==> src/rtl/pwm_ramp_ctrl.sv <==
// rtl/pwm_ramp_ctrl.sv - PWM period/duty runtime config with boundary-aligned apply and duty ramp
// Optional mid-ramp retargeting is compiled in with `define PWM_RAMP_RETARGET_EN.
module pwm_ramp_ctrl #(
  parameter int PW         = 16,
  parameter int STEP       = 1,
  parameter int RAMP_DIV   = 1,
  parameter int PERIOD_RST = 100,
  parameter int DUTY_RST   = 0
) (
  input  logic          CLK,
  input  logic          RSTn,
  input  logic          EN,
  input  logic          CFG_VALID,
  output logic          CFG_READY,
  input  logic [PW-1:0] CFG_PERIOD,
  input  logic [PW-1:0] CFG_DUTY,
  input  logic          WRAP,
  output logic [PW-1:0] PERIOD_OUT,
  output logic [PW-1:0] DUTY_OUT,
  output logic          BUSY,
  output logic          DONE,
  output logic          ERR
);

  localparam logic [1:0] IDLE = 2'd0;
  localparam logic [1:0] PEND = 2'd1;
  localparam logic [1:0] RAMP = 2'd2;
  localparam logic [1:0] HOLD = 2'd3;

  localparam int            DIVW     = (RAMP_DIV > 1) ? $clog2(RAMP_DIV) : 1;
  localparam logic [DIVW-1:0] DIV_LAST = DIVW'(RAMP_DIV - 1);
  localparam logic [PW:0]   STEP_W   = (PW+1)'(STEP);

  logic [1:0]      state, state_nxt;
  logic [PW-1:0]   sh_per, sh_per_nxt, sh_tgt, sh_tgt_nxt;
  logic [PW-1:0]   period_nxt, duty_nxt;
  logic [DIVW-1:0] divider, div_nxt;
  logic            done_nxt, err_nxt, busy_nxt;
  logic            accept, cfg_ok;
  logic [PW:0]     dext, text, diff, stepped;

`ifdef PWM_RAMP_RETARGET_EN
  assign CFG_READY = EN;
`else
  assign CFG_READY = EN && (state == IDLE || state == HOLD);
`endif

  assign accept = CFG_VALID && CFG_READY;
  assign cfg_ok = accept && (CFG_PERIOD != '0);

  // One clamped step toward target, done one bit wider so the step cannot wrap
  always_comb begin
    dext    = {1'b0, DUTY_OUT};
    text    = {1'b0, sh_tgt};
    diff    = '0;
    stepped = text;
    if (dext < text) begin
      diff    = text - dext;
      stepped = (diff <= STEP_W) ? text : dext + STEP_W;
    end else begin
      diff    = dext - text;
      stepped = (diff <= STEP_W) ? text : dext - STEP_W;
    end
  end

  always_comb begin
    state_nxt  = state;
    period_nxt = PERIOD_OUT;
    duty_nxt   = DUTY_OUT;
    sh_per_nxt = sh_per;
    sh_tgt_nxt = sh_tgt;
    div_nxt    = divider;
    done_nxt   = 1'b0;
    err_nxt    = 1'b0;

    if (accept) begin
      if (CFG_PERIOD == '0) begin
        err_nxt = 1'b1;
      end else begin
        sh_per_nxt = CFG_PERIOD;
        sh_tgt_nxt = (CFG_DUTY > CFG_PERIOD) ? CFG_PERIOD : CFG_DUTY;
        err_nxt    = (CFG_DUTY > CFG_PERIOD);
        state_nxt  = PEND;
      end
    end

    // A wrap coinciding with a fresh accept waits for the next boundary
    if (EN && WRAP && !cfg_ok) begin
      case (state)
        PEND: begin
          period_nxt = sh_per;
          duty_nxt   = (DUTY_OUT > sh_per) ? sh_per : DUTY_OUT;
          div_nxt    = '0;
          if (duty_nxt == sh_tgt) begin
            done_nxt  = 1'b1;
            state_nxt = HOLD;
          end else begin
            state_nxt = RAMP;
          end
        end
        RAMP: begin
          if (divider == DIV_LAST) begin
            div_nxt  = '0;
            duty_nxt = stepped[PW-1:0];
            if (stepped[PW-1:0] == sh_tgt) begin
              done_nxt  = 1'b1;
              state_nxt = HOLD;
            end
          end else begin
            div_nxt = divider + 1'b1;
          end
        end
        default: ;
      endcase
    end

    busy_nxt = (state_nxt == PEND) || (state_nxt == RAMP);
  end

  always_ff @(posedge CLK or negedge RSTn) begin
    if (!RSTn) begin
      state      <= IDLE;
      PERIOD_OUT <= PW'(PERIOD_RST);
      DUTY_OUT   <= PW'(DUTY_RST);
      sh_per     <= PW'(PERIOD_RST);
      sh_tgt     <= PW'(DUTY_RST);
      divider    <= '0;
      BUSY       <= 1'b0;
      DONE       <= 1'b0;
      ERR        <= 1'b0;
    end else begin
      state      <= state_nxt;
      PERIOD_OUT <= period_nxt;
      DUTY_OUT   <= duty_nxt;
      sh_per     <= sh_per_nxt;
      sh_tgt     <= sh_tgt_nxt;
      divider    <= div_nxt;
      BUSY       <= busy_nxt;
      DONE       <= done_nxt;
      ERR        <= err_nxt;
    end
  end

endmodule
==> config.mk <==
export PLATFORM = sky130hd
export DESIGN_NAME = pwm_ramp_ctrl
export DESIGN_NICKNAME = d
export VERILOG_FILES = /design/src/rtl/pwm_ramp_ctrl.sv
export SDC_FILE = /design/constraint.sdc
export NUM_CORES = 1
export LEC_CHECK = 0
export BUFFER_PORTS_ARGS = -buffer_cell sky130_fd_sc_hd__buf_4
export CAP_MARGIN = 40
export CORE_MARGIN = 3
export CORE_UTILIZATION = 29
export DETAILED_ROUTE_END_ITERATION = 10
export HOLD_SLACK_MARGIN = 0.15
export PLACE_DENSITY = 0.53
export RECOVER_POWER = 50
export SYNTH_ARGS = -nofsm -noshare
export SYNTH_HDL_FRONTEND = slang
export SYNTH_SLANG_ARGS = --single-unit
==> constraint.sdc <==
create_clock -name CLK -period 6.6 [get_ports CLK]
set_input_delay 0.99 -clock CLK [delete_from_list [all_inputs] [get_ports CLK]]
set_output_delay 0.99 -clock CLK [all_outputs]
set_load 0.005 [all_outputs]
==> impl_metrics.json <==
{
  "status": "finished, violations left",
  "violations": "capacitance limit, slew limit",
  "yosysTopAreaCell": "dfrtp_1",
  "hp-start": "PERIOD_OUT[10]",
  "io_pins": 73,
  "drv_slew": 71,
  "vias_per_cell": 5.72,
  "drc": 0,
  "syn-cell-area_um2": 7630,
  "synth.most_common_cell": "nand2_1",
  "synth_nets": 1073,
  "wl_um": 27800,
  "synth_warnings": 0,
  "netlist_instances": 966,
  "worstPathMaxFanout": 12,
  "r2r-end": "DUTY_OUT[1]",
  "syn_avg_cell_area_um2": 7.90,
  "cts-resized-gates": 0,
  "startpoint_type": "flip-flop",
  "yosysSeqAreaShare_pct": 22.7,
  "ir_worst_vdd_mv": 0.242,
  "final_nets": 1112,
  "antenna_left": 0,
  "numPortBuffers": 72,
  "rr_worst_depth": 11,
  "rsz0062_at_grt": "false",
  "coreArea_um2": 25500,
  "grt.overflow.total": 0,
  "relSlewSlack_pct": -40.7,
  "worstSetupEndpointType": "flip-flop",
  "die_y_um": 168,
  "yosysUniqueCellTypes": 74,
  "cts_tree": "built",
  "synth_edf_count": 0,
  "ctsHtreeMaxLevel": 3,
  "drt-wirelength-per-cell_um": 20.8,
  "dpl.hpwl_um": 21900,
  "fin_util_pct": 34.2,
  "crit_arrival_ns": 5.12,
  "chipWidth_um": 168,
  "power_mw": 5.14,
  "period_share_pct": 74.1,
  "required_ns": 6.83,
  "die_area_um2": 28300,
  "setup_tns_ns": 0,
  "leakage_nw": 3.73,
  "reg2reg_from": "DUTY_OUT[7]",
  "fin_ws_ns": 1.71,
  "grt_pass1_wl_um": 43500,
  "min_to": "PERIOD_OUT[10]",
  "insertedDiodeCount": 0,
  "grt_pass1_vias": 7552,
  "holdBufCountCts": 0,
  "cts_buffer_depth": 2,
  "layout_min_cycle_time_ns": 4.89,
  "drtIter0Drc": 806,
  "rows": 58,
  "hp-class": "reg -> reg",
  "drv_cap": 2,
  "antenna_found_initial": 0,
  "layout-drive-gt1-share_pct": 13.5,
  "syn_to_final_growth_pct": 14.6,
  "final_hold_viol_count": 0,
  "ys_seq_elements": 69,
  "worst-setup-path-type": "reg -> reg",
  "cts-root-buf": "clkbuf_16",
  "clock_latency_ns": 0.34,
  "finClkSkew_ns": 0.00595,
  "fmax_mhz": 205,
  "synthTopCellsByCount": "92 x nand2_1, 78 x inv_1, 68 x ha_1",
  "power.density_nw_per_um2": 588,
  "ys_top_cells_by_area": "dfrtp_1 21%, ha_1 11%, xnor2_1 5.7%",
  "tightest_slew_ns": 2.11,
  "hold_ws_ns": 0.506,
  "route.vias.total": 7668,
  "dp_slack_ns": 1.90,
  "cts_buffers": 9,
  "hold_depth": 1,
  "yosysTopAreaCellShare_pct": 20.7,
  "dr.pass1.iters": 6,
  "synthArstFlopShare_pct": 100,
  "setup_viol": 0,
  "cts.clk_slew.worst_paths_ns": 0.06,
  "reg2reg_setup_slack_ns": 1.71,
  "grt_max_degree": 67,
  "place_congestion": 0.955,
  "cts_setup_buffers": 0,
  "grt_use_total_pct": 19.3,
  "synth-main-ff-cell": "dfrtp_1",
  "clkSinkCount": 69,
  "initial_core_util_pct": 29.9
}
[cell usage in the layout, fill, tap and decap left out, types with 5 or more instances in the layout]
cell / synthesis / layout
a2111oi_0: 10 / 10
a211oi_1: 11 / 11
a21o_1: 7 / 7
a21oi_1: 62 / 61
a22oi_1: 14 / 14
a31oi_1: 13 / 13
a32oi_1: 6 / 6
and2_1: 13 / 13
and3_1: 8 / 8
and4_1: 5 / 5
buf_4: 0 / 61
clkbuf_1: 37 / 7
clkbuf_16: 0 / 9
clkbuf_4: 0 / 15
dfrtp_1: 63 / 63
dfstp_2: 6 / 6
ha_1: 68 / 68
inv_1: 78 / 78
mux2_2: 20 / 20
mux2i_1: 21 / 21
nand2_1: 92 / 92
nand3_1: 32 / 31
nand3b_1: 6 / 6
nand4_1: 33 / 33
nor2_1: 48 / 48
nor2b_1: 8 / 8
nor3_1: 16 / 16
nor4_1: 16 / 16
o2111ai_1: 6 / 6
o211ai_1: 6 / 6
o21a_1: 13 / 13
o21ai_0: 61 / 61
o21ai_1: 6 / 6
o221ai_1: 9 / 9
o22ai_1: 5 / 5
o31ai_1: 8 / 8
or2_2: 5 / 5
or3_1: 7 / 7
xnor2_1: 50 / 50
xor2_1: 23 / 23
[per-stage QoR]
stage               cells  instance area, um^2
floorplan             966                 7630
global placement     1322                 8410
detailed placement   1324                 8450
CTS                  1340                 8790
global route         1340                 8740
finish               1340                 8740
[worst max-delay path, stage by stage, from the launching register on]
cell,delay (ns)
dfrtp_1,0.69
inv_1,0.25
ha_1,0.52
a21oi_1,0.47
o21ai_0,0.18
a21oi_1,0.25
mux2_2,0.39
a2111oi_2,0.53
nand3_1,0.43
nand3_1,0.56
o211ai_1,0.18
a222oi_1,0.32
[registers in the layout (all words and copies together), names as in the netlist]
signal	count
DUTY_OUT	16
PERIOD_OUT	16
sh_per	16
sh_tgt	16
state	2
BUSY	1
DONE	1
ERR	1
[worst max-delay path by stage]
stage	endpoint	cells past startpoint	start	slack (ns)
2_1_floorplan	BUSY	16	DUTY_OUT[2]	2.80
6_report	DUTY_OUT[1]	11	DUTY_OUT[7]	1.71
4_1_cts	DUTY_OUT[1]	12	DUTY_OUT[5]	1.89
5_1_grt	DUTY_OUT[1]	11	DUTY_OUT[7]	1.37
3_5_place_dp	DUTY_OUT[1]	12	DUTY_OUT[5]	1.90
3_3_place_gp	DUTY_OUT[1]	11	DUTY_OUT[7]	1.95
[where the power goes]
| group | switching, mW | internal, mW |
|---|---|---|
| clock | 0.199 | 0.370 |
| combinational | 2.15 | 1.39 |
| sequential | 0.416 | 0.616 |
| total | 2.77 | 2.38 |
[cell families (layout without fill, tap and decap cells)]
| kind of cell | after synthesis | after routing | share of synthesized area [%] |
|---|---|---|---|
| compound gates | 271 | 271 | 23.8 |
| xor+xnor | 73 | 73 | 8.38 |
| fa+ha+maj | 70 | 70 | 11.7 |
| buf+inv | 133 | 177 | 7.00 |
| flops | 69 | 69 | 22.7 |
| mux | 41 | 41 | 5.71 |
| simple gates | 309 | 309 | 20.7 |
[per-layer routing]
layer  track usage [%]  up-vias  part of all wire (%)
met3              2.37       58                   6.0
met5                 0        -                     0
li1                  -     3626                     -
met4              6.55        0                   2.9
met1              26.7     3653                    45
met2              31.4      331                    46
[cell type report]
type | instances | area [um^2]
Multi-Input combinational cell | 764 | 5370
Timing Repair Buffer | 82 | 593
Fill cell | 2771 | 16800
Tap cell | 330 | 413
Clock inverter | 6 | 111
Clock buffer | 10 | 229
Inverter | 79 | 297
Sequential cell | 69 | 1730
No activity file was read; power rests on OpenSTA's default activity.
